$ cat src/rtl/apb_sent_regbank.sv
// APB3 register bank for a multi-channel SENT controller: per-channel command,
// TX/RX FIFO access with wait-state back-pressure, and maskable W1C interrupts.
module apb_sent_regbank #(
    parameter int ADDRESSWIDTH = 8,
    parameter int DATAWIDTH    = 24,
    parameter int CHANNELS     = 2,
    parameter int WAIT_MAX     = 15
) (
    input  logic                      PCLK,
    input  logic                      PRESET,
    input  logic [ADDRESSWIDTH-1:0]   PADDR,
    input  logic [DATAWIDTH-1:0]      PWDATA,
    input  logic                      PWRITE,
    input  logic                      PSELx,
    input  logic                      PENABLE,
    output logic [DATAWIDTH-1:0]      PRDATA,
    output logic                      PREADY,
    output logic                      PSLVERR,
    output logic [CHANNELS*8-1:0]     reg_command,
    input  logic [CHANNELS*8-1:0]     reg_status,
    output logic [CHANNELS*12-1:0]    tx_data,
    output logic [CHANNELS-1:0]       tx_push,
    input  logic [CHANNELS-1:0]       tx_full,
    input  logic [CHANNELS*12-1:0]    rx_data,
    input  logic [CHANNELS-1:0]       rx_empty,
    output logic [CHANNELS-1:0]       rx_pop,
    output logic [CHANNELS*24-1:0]    reg_id_data,
    input  logic [CHANNELS*24-1:0]    reg_id_data_rv,
    input  logic [CHANNELS*8-1:0]     reg_format_rv,
    input  logic [CHANNELS*8-1:0]     ch_event,
    output logic                      irq
);
    localparam int CW = (CHANNELS > 1) ? $clog2(CHANNELS) : 1;
    localparam int IW = ADDRESSWIDTH - 4;

    typedef enum logic [1:0] {IDLE = 2'd0, ACCESS = 2'd1, RESP = 2'd2} state_t;
    state_t state, state_next;

    logic [7:0]            wait_cnt;
    logic [IW-1:0]         chan_full;
    logic [3:0]            offset;
    logic [CW-1:0]         ch;
    logic                  chan_ok, err_dec, is_tx, is_rx, active, stall, timeout, done, w1c;
    logic [DATAWIDTH-1:0]  rd_val;
    logic [CHANNELS*8-1:0] irq_status, irq_status_next, irq_mask;
    logic [CHANNELS-1:0]   push_sel, pop_sel;

    assign chan_full = PADDR[ADDRESSWIDTH-1:4];
    assign offset    = PADDR[3:0];
    assign ch        = chan_full[CW-1:0];
    assign chan_ok   = (chan_full < IW'(CHANNELS));

    always_comb begin
        err_dec = 1'b0;
        if (!chan_ok) begin
            err_dec = 1'b1;
        end else begin
            case (offset)
                4'd0, 4'd4, 4'd7, 4'd8: err_dec = 1'b0;
                4'd1, 4'd3, 4'd5, 4'd6: err_dec = PWRITE;
                4'd2:                   err_dec = !PWRITE;
                default:                err_dec = 1'b1;
            endcase
        end
    end

    // Only legal FIFO accesses can stall; decode errors complete immediately.
    assign is_tx   = !err_dec && PWRITE && (offset == 4'd2);
    assign is_rx   = !err_dec && !PWRITE && (offset == 4'd3);
    assign active  = (state == ACCESS) && PSELx && PENABLE;
    assign stall   = (is_tx && tx_full[ch]) || (is_rx && rx_empty[ch]);
    assign timeout = stall && (wait_cnt == 8'(WAIT_MAX));
    assign done    = active && (!stall || timeout);
    assign w1c     = done && !err_dec && !timeout && PWRITE && (offset == 4'd7);

    always_comb begin
        rd_val = '0;
        case (offset)
            4'd0: rd_val = DATAWIDTH'(reg_command[ch*8 +: 8]);
            4'd1: rd_val = DATAWIDTH'(reg_status[ch*8 +: 8]);
            4'd3: rd_val = DATAWIDTH'(rx_data[ch*12 +: 12]);
            4'd4: rd_val = DATAWIDTH'(reg_id_data[ch*24 +: 24]);
            4'd5: rd_val = DATAWIDTH'(reg_id_data_rv[ch*24 +: 24]);
            4'd6: rd_val = DATAWIDTH'(reg_format_rv[ch*8 +: 8]);
            4'd7: rd_val = DATAWIDTH'(irq_status[ch*8 +: 8]);
            4'd8: rd_val = DATAWIDTH'(irq_mask[ch*8 +: 8]);
            default: rd_val = '0;
        endcase
    end

    // A new event on the same edge as a write-1-to-clear keeps the bit set.
    always_comb begin
        irq_status_next = irq_status | ch_event;
        if (w1c)
            irq_status_next[ch*8 +: 8] = (irq_status[ch*8 +: 8] & ~PWDATA[7:0]) | ch_event[ch*8 +: 8];
    end

    always_ff @(posedge PCLK) begin
        if (PRESET) state <= IDLE;
        else        state <= state_next;
    end

    always_comb begin
        state_next = state;
        case (state)
            IDLE:    if (PSELx && !PENABLE) state_next = ACCESS;
            ACCESS:  if (!(PSELx && PENABLE)) state_next = IDLE;
                     else if (done)           state_next = RESP;
            RESP:    state_next = IDLE;
            default: state_next = IDLE;
        endcase
    end

    always_comb begin
        PREADY  = (state == RESP);
        tx_push = (state == RESP) ? push_sel : '0;
        rx_pop  = (state == RESP) ? pop_sel  : '0;
    end

    always_ff @(posedge PCLK) begin
        if (PRESET) begin
            wait_cnt    <= '0;
            PRDATA      <= '0;
            PSLVERR     <= 1'b0;
            reg_command <= '0;
            tx_data     <= '0;
            reg_id_data <= '0;
            irq_status  <= '0;
            irq_mask    <= '0;
            irq         <= 1'b0;
            push_sel    <= '0;
            pop_sel     <= '0;
        end else begin
            irq_status <= irq_status_next;
            irq        <= |(irq_status & irq_mask);
            if (active && stall && !timeout) wait_cnt <= wait_cnt + 8'd1;
            else if (!active)                wait_cnt <= '0;
            if (state == RESP) begin
                PSLVERR  <= 1'b0;
                push_sel <= '0;
                pop_sel  <= '0;
            end
            if (done) begin
                PSLVERR <= err_dec || timeout;
                if (!PWRITE) PRDATA <= (err_dec || timeout) ? '0 : rd_val;
                if (!err_dec && !timeout && PWRITE) begin
                    case (offset)
                        4'd0: reg_command[ch*8 +: 8] <= PWDATA[7:0];
                        4'd2: begin
                            tx_data[ch*12 +: 12] <= PWDATA[11:0];
                            push_sel[ch]         <= 1'b1;
                        end
                        4'd4: reg_id_data[ch*24 +: 24] <= PWDATA[23:0];
                        4'd8: irq_mask[ch*8 +: 8]      <= PWDATA[7:0];
                        default: ;
                    endcase
                end
                if (is_rx && !timeout) pop_sel[ch] <= 1'b1;
            end
        end
    end
endmodule

$ cat config.mk
export PLATFORM = sky130hd
export DESIGN_NAME = apb_sent_regbank
export DESIGN_NICKNAME = d
export VERILOG_FILES = /design/src/rtl/apb_sent_regbank.sv
export SDC_FILE = /design/constraint.sdc
export NUM_CORES = 1
export LEC_CHECK = 0
export CAP_MARGIN = 20
export CORE_MARGIN = 1
export CORE_UTILIZATION = 42
export CTS_CLUSTER_DIAMETER = 120
export DETAILED_ROUTE_END_ITERATION = 12
export PLACE_DENSITY = 0.84
export SLEW_MARGIN = 20
export SYNTH_ARGS = -nofsm -noshare
export SYNTH_HDL_FRONTEND = slang
export SYNTH_SLANG_ARGS = --single-unit
$ cat constraint.sdc
create_clock -name PCLK -period 2.8 [get_ports PCLK]
set_input_delay 0.84 -clock PCLK [delete_from_list [all_inputs] [get_ports PCLK]]
set_output_delay 0.84 -clock PCLK [all_outputs]
set_load 0.1 [all_outputs]
**Word-level counts from Yosys, hierarchy flattened**

Cells that the tools add are included.

- Bits in registers: 160
- Input bits: 161
- Output and inout bits: 119

- Add/sub/neg operators: 4
- Multiply operators: 2
- $lt $le $gt $ge: 3
- Eq/ne operators: 14
- Shift operators: 16
- Multiplexer cells: 35
- Bitwise logic cells: 8
- Reductions and logical operators: 42

Operators with widths:

| kind | count |
|---|---|
| 24-bit case mux with 8 select lines | 1 |
| 16-bit by 5-bit variable part select with 8-bit output | 6 |
| 48-bit by 7-bit variable part select with 24-bit output | 2 |
| 8-bit by 34-bit variable part select with 16-bit output | 2 |
| 16-bit bitwise mux | 3 |
| 48-bit bitwise mux | 1 |
| 24-bit by 34-bit variable shift with 48-bit output (first input constant) | 1 |
| 24-bit by 34-bit variable part select with 48-bit output | 1 |
| 4-bit negation with 34-bit output | 1 |
| 5-bit negation with 34-bit output | 1 |
| 6-bit negation with 34-bit output | 1 |
| 12-bit by 34-bit variable shift with 24-bit output (first input constant) | 1 |
| 8-bit by 34-bit variable shift with 16-bit output (first input constant) | 1 |
| 12-bit by 34-bit variable part select with 24-bit output | 1 |
| 2-bit 2-to-1 mux | 14 |
| 24-bit bitwise mux | 1 |
| 24-bit 2-to-1 mux | 1 |
| 24-bit by 6-bit variable part select with 12-bit output | 1 |
| 1-bit logical AND | 22 |
| 16-bit AND | 1 |
| 4-bit by 3-bit == test with 1-bit output (second input constant) | 4 |
| 16-bit 2-to-1 mux | 1 |
| 8-bit 2-to-1 mux | 2 |
| 16-bit OR | 1 |
| 32 further kinds | 53 |

**Longest topological paths before layout**

Gate-level depths: netlist (run 1).

- Depth after elaboration: 17
- Depth in mapped cells: 9

**Least setup slack after synthesis (run 1)**

Ideal clock, no wire load.

- Path kind: register -> output
- Start point: reg state[0]
- End point: out rx_pop[0]
- Arrival time: 2,029 ps
- Required time: 1,960 ps
- Slack: -69 ps
- Stages on the path, launching flop included: 4
- Path buffers: 0
- Cells stage by stage: dfxtp_1 -> nand2b_1 -> inv_1 -> and2_1

- Longest elaborated chain between the ends: 2

RTL lines:

| what | line | RTL |
|---|---|---|
| start, declared | 37 | `state_t state, state_next;` |
| start signal, assigned | 100 | `else state <= state_next;` |
| 2-bit == test | - |  |
| via PREADY | 17 | `output logic PREADY,` |
| 2-bit 2-to-1 mux | 117 | `rx_pop = (state == RESP) ? pop_sel : '0;` |
| end, declared | 26 | `output logic [CHANNELS-1:0] rx_pop,` |

The timed path passes the listed nets, and every way through them passes these cells.

**Worst setup path after layout (run 1)**

- Start point: in PADDR[1]
- End point: reg irq_mask[8]

- Longest elaborated chain between the ends: 14
- Elaborated cells between the ends (all ways): 29

RTL lines:

| what | line | RTL |
|---|---|---|
| start, declared | 11 | `input logic [ADDRESSWIDTH-1:0] PADDR,` |
| 4-bit by 2-bit == test with 1-bit output, or another cell as far along | 58, 69 |  |
| 4-bit OR reduction | 58 | `case (offset)` |
| 1-bit case mux with 3 select lines | 58 |  |
| 1-bit 2-to-1 mux | 55 | `if (!chan_ok) begin` |
| 1-bit zero test | 68, 69, 146 |  |
| 1-bit logical AND (on tied branches) (2 in series) | 68, 69 |  |
| 1-bit logical AND | 71 | `assign stall = (is_tx && tx_full[ch]) \|\| (is_rx && rx_empty[ch]);` |
| 1-bit logical OR | 71 |  |
| 1-bit logical AND | 72 | `assign timeout = stall && (wait_cnt == 8'(WAIT_MAX));` |
| 1-bit zero test | 146 | `if (!err_dec && !timeout && PWRITE) begin` |
| 1-bit logical AND (2 in series) | 146 |  |
| 3-bit AND reduction (no source line) * | - |  |
| end signal, assigned by index | 154 | `4'd8: irq_mask[ch*8 +: 8] <= PWDATA[7:0];` |
| end, declared | 45 | `logic [CHANNELS*8-1:0] irq_status, irq_status_next, irq_mask;` |

Mark *: on every way between the ends. The rest lies on a longest branch, timed or not.
A chain may end at the register's enable or synchronous reset.

==> metrics.md, run 1 <==
| Metric | Value |
|---|---|
| Syn_nets | `around 1100` |
| DR vias/cell | `slightly below 6` |
| Number of flops mapped to enable cells by yosys | `0` |
| Core Area | `0.0189 sq mm` |
| Worst reg-to-reg path cell count | `7` |
| Placer Congestion | `between 0.9 and 1` |
| Worst Setup SP | `PADDR[1]` |
| Via count | `around 9000` |
| Die height | `between 100 and 150 um` |
| Top layer in use | `met4` |
| Layout cells sized above 1 | `0.243` |
| Most used cell, CP | `buf_4` |
| Diode count | `0` |
| Netlist area before placement | `0.00818 sq mm` |
| CTS tree | `done` |
| Final setup vio count | `0` |
| Critical path fanouts, max | `8` |
| Clock root cell | `clkbuf_16` |
| Worst setup SP type | `input port` |
| Period utilization | `0.984` |
| Min Tclk post-route | `2.76 ns` |
| Distinct cell type count after synthesis | `62` |
| CTS Buffer Depth | `2` |
| Clock net sink count | `160` |
| Register area share after synthesis | `0.392` |
| Clock transition at the registers of the reported paths | `~0.07 ns` |
| Maximum vdd drop | `slightly below 0.4 mV` |
| Cell-internal power | `3.84 mW` |
| DRT iter0 DRCs | `slightly above 900` |
| Seq. cell area | `~0.0032 sq mm` |
| Post-route ant nets | `0` |
| Vias in the first global route | `8413` |
| Overall routed net length | `approximately 33000 um` |
| GRT Resource Usage Total | `0.322` |
| Slew HR | `0.622` |
| Synth Instances | `~900` |
| Setup crit end kind | `flop` |
| Clock Latency Late Sink | `roughly 0.43 ns` |
| P_leak | `between 4 and 5 nW` |
| #FFs+latches synth | `160` |
| Slew @ Worst Pin | `0.565 ns` |
| Crit Path Class | `input port to flop` |
| Power, Total | `slightly above 5 mW` |
| Final core occ | `0.658` |
| Critical Path RT | `between 3 and 4 ns` |
| Largest net degree at the start of global routing | `roughly 110` |
| Status | `finished clean` |
| DP HPWL | `about 24000 um` |
| Worst EP arrival | `roughly 3.1 ns` |
| Area delta synth->final | `52.0%` |
| R2R Setup Slk | `a little under 0.8 ns` |
| Total negative setup slack | `0 ns` |
| H-tree Lvls | `4` |
| RR Endpoint | `irq_mask[8]$_SDFFE_PP0P_` |
| PwrDens | `roughly 420 mW/mm^2` |
| Hold-fix buffers, CTS | `0` |
| Metal3 WL | `about 3400 um` |
| Fill cell count | `between 1000 and 1500` |
| Top FF cell, synth | `dfxtp_1` |
| FFs w/ async S/R, synth | `0` |
| Gate power share | `0.133` |
| Fin Clk Skew | `0.0119 ns` |
| Top Family by Delay on Critical Path | `buffers and inverters` |
| Final worst slack | `around 0.044 ns` |
| Sw Pwr | `roughly 1.3 mW` |
| Final std cells w/o fill | `around 1500` |
| CP max-delay cell | `clkdlybuf4s50_1` |
| CP max stage delay | `around 0.50 ns` |
| Met2 Wirelength | `~15000 um` |
| Placement Setup Slack | `-0.558 ns` |
| Final hold vios | `0` |
| Placed insts | `~1500` |
| Slew Viols, Final | `0` |
| Initial Util | `0.433` |
| TritonCTS buffer count | `17` |
| Max Cap Viol | `0` |
| Syn Area/Cell | `~9 sq um` |
| Global-route wire length before repair | `between 40000 and 50000 um` |
| Crit. path cell count | `9` |
| # IOs | `between 200 and 300` |
| Sw Ratio | `0.260` |
| Synth warn | `0` |
| Num rows | `50` |
| Drt first pass iters | `5` |
| GRT overflow | `0` |
| Full die area | `roughly 0.02 sq mm` |
| Combined area of the multi-input logic cells | `about 0.0047 sq mm` |
| CP Buf/Inv Count | `4` |
| DRT met1 WL | `13400 um` |
| WL/cell | `between 20 and 25 um` |
| Nets | `roughly 1400` |
| Fmax | `roughly 360 MHz` |
| Setup crit end | `irq_mask[8]$_SDFFE_PP0P_` |
| Crit Reg-Reg Startpoint | `state[0]$_SDFFE_PP0P_` |
| Clock group share of total power | `0.421` |
| Seq pwr share | `0.446` |
| Initial antenna violation count | `0` |
| I/O Buffers | `279` |
| Die Wd | `roughly 140 um` |
| Post-route DRC | `0` |
| Worst path cell trace | `clkdlybuf4s50_1 > buf_4 > nand3_1 > a211o_4 > buf_4 > a21oi_2 > and3_4 > buf_12 > mux2i_2` |
| Hold WC Path Type | `flop to flop` |
[metrics by stage]
step	cell area [sq um]	hold slack, ns
final	12400	0.466
after detailed placement	11700	0.460
after global placement	11700	0.453
after CTS	12300	0.472
after global routing	12400	0.483
after floorplan	8180	0.428
[cells in the mapped netlist (all sizes together) (14+ instances only)]
master  count  area [sq um]
o211ai     15           113
o21ai      28           144
a211oi     18           153
clkbuf     39           146
nand3      23           115
nor3       15          75.1
nor2       78           293
a21oi      62           310
a221o      14           140
mux2i      99           991
buf        32           183
dfxtp     160          3200
nand2     133           499
nand2b     35           219
[sequential cells by signal, summed over array words and instances (netlist names)]
register     flops
wait_cnt         8
PRDATA          24
irq_status      16
pop_sel          2
PSLVERR          1
state            2
irq              1
irq_mask        16
push_sel         2
reg_command     16
tx_data         24
reg_id_data     48
[final cells by class]
type,count,area share
clock buffer,19,0.0356
clock inverter,13,0.00826
inverter,7,0.00211
multi-input combinational,681,0.380
sequential,160,0.258
tap,260,0.0262
timing repair buffer,386,0.290
[routing by layer]
| metal | up-vias | global-route usage |
|---|---|---|
| met4 | 0 | 0.145 |
| met2 | 584 | 0.495 |
| met1 | 4269 | 0.432 |
| met5 | - | 0 |
| met3 | 111 | 0.0695 |
| li1 | 4018 | - |
[power groups by stage]
stage | combinational [mW] | sequential, mW | clock [mW]
4_1_cts | 0.662 | 2.31 | 2.19
5_1_grt | 0.719 | 2.31 | 2.29
3_3_place_gp | 0.647 | 2.36 | 0
2_1_floorplan | 0.250 | 2.36 | 0
6_report | 0.689 | 2.31 | 2.19
3_5_place_dp | 0.654 | 2.36 | 0
[worst min-delay path by stage]
stage | from | end | depth (start not counted)
6_report | reg_id_data[24]$_SDFFE_PP0P_ | reg_id_data[24]$_SDFFE_PP0P_ | 2
5_1_grt | PRDATA[7]$_SDFFE_PP0P_ | PRDATA[7]$_SDFFE_PP0P_ | 1
4_1_cts | reg_id_data[24]$_SDFFE_PP0P_ | reg_id_data[24]$_SDFFE_PP0P_ | 2
3_5_place_dp | PRDATA[7]$_SDFFE_PP0P_ | PRDATA[7]$_SDFFE_PP0P_ | 1
3_3_place_gp | PRDATA[8]$_SDFFE_PP0P_ | PRDATA[8]$_SDFFE_PP0P_ | 1
2_1_floorplan | state[1]$_SDFFE_PP0P_ | state[0]$_SDFFE_PP0P_ | 1
[worst register-to-register path, cell delays in order (launching register included)]
cell and delay (ns):
dfxtp_1 0.38, and4b_1 0.28, nand2_1 0.23, buf_4 0.23, a21oi_2 0.17, and3_4 0.25
buf_12 0.14, mux2i_2 0.27
[cell families (layout without fill, tap and decap cells)]
| group | after synthesis | count (layout) | synth area share |
|---|---|---|---|
| AND/OR/NAND/NOR | 352 | 352 | 0.213 |
| AO/OA/AOI/OAI | 207 | 207 | 0.184 |
| flip-flops | 160 | 160 | 0.392 |
| multiplexers | 115 | 115 | 0.160 |
| buffers and inverters | 78 | 425 | 0.0435 |
| XOR/XNOR | 5 | 5 | 0.00536 |
| adder cells (fa/ha/maj) | 2 | 2 | 0.00275 |
[cell usage in the layout (no fill, tap or decap), drive strengths merged, types with 18 or more instances in the layout]
cell,netlist,routed
buf,32,227
dfxtp,160,160
clkdlybuf4s50,0,156
nand2,133,133
mux2i,99,99
nor2,78,78
a21oi,62,62
nand2b,35,35
o21ai,28,28
nand3,23,23
clkbuf,39,20
a211oi,18,18
[repair_timing]
action	in CTS	in global routing
buffers inserted	0	7
pin swaps	0	5
resized for setup	10	11
endpoints found under the setup margin	62	69
cloned	1	1
Power figures use the tool's default switching activity.
==> inputs of run 2 (changes only) <==
--- a/config.mk
+++ b/config.mk
@@ -6,9 +6,9 @@
 export NUM_CORES = 1
 export LEC_CHECK = 0
 export CAP_MARGIN = 20
-export CORE_MARGIN = 1
+export CORE_MARGIN = 2
 export CORE_UTILIZATION = 42
-export CTS_CLUSTER_DIAMETER = 120
+export CTS_CLUSTER_DIAMETER = 60
 export DETAILED_ROUTE_END_ITERATION = 12
 export PLACE_DENSITY = 0.84
 export SLEW_MARGIN = 20
==> metrics.md, run 2 (synthesis results as in run 1) <==
| Metric | Value |
|---|---|
| R2R Setup Slk | `0.63 ns (-0.14 ns)` |
| GRT overflow | `0 (unchanged)` |
| PwrDens | `428 mW/mm^2 (+2.5%)` |
| Power, Total | `5.37 mW (+3.6%)` |
| CTS tree | `done` |
| Initial Util | `0.424 (-0.00849)` |
| Final worst slack | `0.0500 ns (+0.00593 ns)` |
| Drt first pass iters | `6 (+1)` |
| Placer Congestion | `1.01 (+1.7%)` |
| P_leak | `4.94 nW (+1.9%)` |
| Hold path depth | `1 (-1)` |
| GRT Resource Usage Total | `0.317 (-0.00525)` |
| Clock Latency Late Sink | `0.43 ns (about the same)` |
| # IOs | `280 (unchanged)` |
| Sw Pwr | `1.35 mW (+0.32%)` |
| Worst setup SP type | `input port` |
| Biggest register | `reg_id_data` |
| CP max stage delay | `0.46 ns (-0.04 ns)` |
| Maximum vdd drop | `0.431 mV (+8.8%)` |
| RSZ-0062 raised after global routing | `false` |
| Top flop regs | `reg_id_data x48, PRDATA x24, tx_data x24` |
| Slew @ Worst Pin | `0.660 ns (+0.0946 ns)` |
| Most used cell, CP | `buf_4` |
| Fin Clk Skew | `0.0106 ns (-0.00135 ns)` |
| Gate power share | `0.128 (-0.005)` |
| Post-route DRC | `0 (unchanged)` |
| Slew Viols, Final | `0 (unchanged)` |
| CTS Buffer Depth | `2 (unchanged)` |
| Hold-fix buffers, CTS | `0 (unchanged)` |
| Nets | `1427 (+0.85%)` |
| Fmax | `364 MHz (+0.22%)` |
| Num rows | `51 (+2.0%)` |
| Post-route ant nets | `0 (unchanged)` |
| Clock transition at the registers of the reported paths | `0.06 ns (about the same)` |
| CP max-delay cell | `or3_4` |
| Min Tclk post-route | `2.75 ns (-0.00593 ns)` |
| Hold WC Path Type | `flop to flop` |
| Crit Reg-Reg Startpoint | `state[0]$_SDFFE_PP0P_` |
| Worst path cell trace | `dlygate4sd2_1 > maj3_2 > or3_4 > buf_4 > a2111oi_4 > buf_4 > clkbuf_16 > mux2i_1 > nor2_1` |
| Number of flip-flops in the largest register | `48 (unchanged)` |
| Global-route wire length before repair | `49300 um (+1.1%)` |
| Area delta synth->final | `53.6%` |
| Sw Ratio | `0.252 (-0.00821)` |
| TritonCTS buffer count | `17 (unchanged)` |
| Final setup vio count | `0 (unchanged)` |
| Status | `finished clean` |
| Die height | `144 um (+1.4%)` |
| Critical Path RT | `3.09 ns (-0.05 ns)` |
| Clock group share of total power | `0.442 (+0.021)` |
| RR Endpoint | `tx_data[15]$_SDFFE_PP0P_` |
| Placement Setup Slack | `-0.491 ns (+0.0671 ns)` |
| H-tree Lvls | `4 (unchanged)` |
| DRT iter0 DRCs | `1071 (+15%)` |
| Via count | `8924 (-0.65%)` |
| Commonest non-fill, non-tap cells in the layout | `214 x buf_4, 160 x dfxtp_1, 151 x clkdlybuf4s50_1` |
| Worst Setup SP | `PADDR[3]` |
| I/O Buffers | `279 (unchanged)` |
| Period utilization | `0.982 (-0.00212)` |
| Clock root cell | `clkbuf_16` |
| Vias in the first global route | `8484 (+0.84%)` |
| Final hold vios | `0 (unchanged)` |
| DR vias/cell | `5.78 (-1.7%)` |
| Critical path fanouts, max | `6 (-2)` |
| Slew HR | `0.559 (-0.0632)` |
| Overall routed net length | `33300 um (+0.51%)` |
| DP HPWL | `25000 um (+2.1%)` |
| Clock net sink count | `160 (unchanged)` |
| Worst reg-to-reg path cell count | `8 (+1)` |
| Max Cap Viol | `0 (unchanged)` |
| Largest net degree at the start of global routing | `63 (-40%)` |
| Seq pwr share | `0.430 (-0.016)` |
| Die Wd | `144 um (+1.4%)` |
| Setup crit end kind | `flop` |
| Cell-internal power | `4.02 mW (+4.7%)` |
| Diode count | `0 (unchanged)` |
| Commonest non-fill, non-tap cell in the layout | `buf_4` |
| Initial antenna violation count | `0 (unchanged)` |
| Worst EP arrival | `3.04 ns (-0.06 ns)` |
| Full die area | `0.0206 sq mm (+2.8%)` |
| Core Area | `0.0193 sq mm (+2.0%)` |
| Crit Path Class | `input port to flop` |
| Layout cells sized above 1 | `0.246 (+0.00319)` |
| WL/cell | `21.6 um (-0.60%)` |
| Setup crit end | `tx_data[8]$_SDFFE_PP0P_` |
==> run 2: cell types whose count changed in the layout (fill, tap and decap cells not counted), moves of 2 or more <==
cell / delta
bufinv_16: +2
dlygate4sd2_1: +4
buf_4: +12
clkdlybuf4s50_1: -5
clkinv_2: -2
==> run 2: area by class of cell <==
type                       instances  area, sq um
inverter                           7         26.3
clock inverter                    13          151
tap                              265          332
sequential                       160         3200
fill                            1561         6710
clock buffer                      19          443
multi-input combinational        681         4680
timing repair buffer             398         3720
==> run 2: power groups by stage <==
stage               combinational [mW]  sequential (mW)  clock, mW
finish                           0.686             2.31       2.38
global route                     0.721             2.31       2.49
CTS                              0.670             2.31       2.39
detailed placement               0.664             2.36          0
global placement                 0.660             2.36          0
floorplan                        0.250             2.36          0
==> run 2: stage by stage <==
stage,instance area (sq um),hold WS [ns],cells,utilization,TNS [ns]
after floorplan,8180,0.428,919,-,-1.18
after global placement,11800,0.444,1504,0.614,-48.28
after detailed placement,11800,0.455,1504,0.614,-52.84
after CTS,12500,0.474,1540,0.648,0
after global routing,12600,0.488,1543,0.652,0
final,12600,0.469,1543,0.652,0
==> run 2: worst max-delay path, delay by kind of cell <==
family,cells,cell delay [ns]
AO/OA/AOI/OAI,1,0.34
multiplexers,1,0.19
AND/OR/NAND/NOR,2,0.52
buffers and inverters,4,0.80
adder cells (fa/ha/maj),1,0.34
==> run 2: what timing repair did <==
action                     in CTS  in global routing
setup endpoints to repair      17                 60
pin swaps                       6                  6
gates resized for setup        12                  8
buffers inserted                3                  3
cloned                          1                  1
==> run 2: how the worst min path moves through the flow <==
| stage | startpoint | to | slack (ns) |
|---|---|---|---|
| floorplan | state[1]$_SDFFE_PP0P_ | state[0]$_SDFFE_PP0P_ | 0.43 |
| global placement | state[1]$_SDFFE_PP0P_ | state[0]$_SDFFE_PP0P_ | 0.44 |
| detailed placement | PRDATA[11]$_SDFFE_PP0P_ | PRDATA[11]$_SDFFE_PP0P_ | 0.46 |
| CTS | PRDATA[9]$_SDFFE_PP0P_ | PRDATA[9]$_SDFFE_PP0P_ | 0.47 |
| global route | PRDATA[0]$_SDFFE_PP0P_ | PRDATA[0]$_SDFFE_PP0P_ | 0.49 |
| finish | PRDATA[11]$_SDFFE_PP0P_ | PRDATA[11]$_SDFFE_PP0P_ | 0.47 |
==> run 2: metal layers <==
layer  share of wire  wire (um)  global-route usage  up-vias
met2            0.45      15000               0.483      542
met1            0.41      13800               0.431     4252
met3            0.10       3330              0.0770       82
met4           0.034       1140               0.127        0
met5               0          0                   0        -
li1                -          -                   -     4048
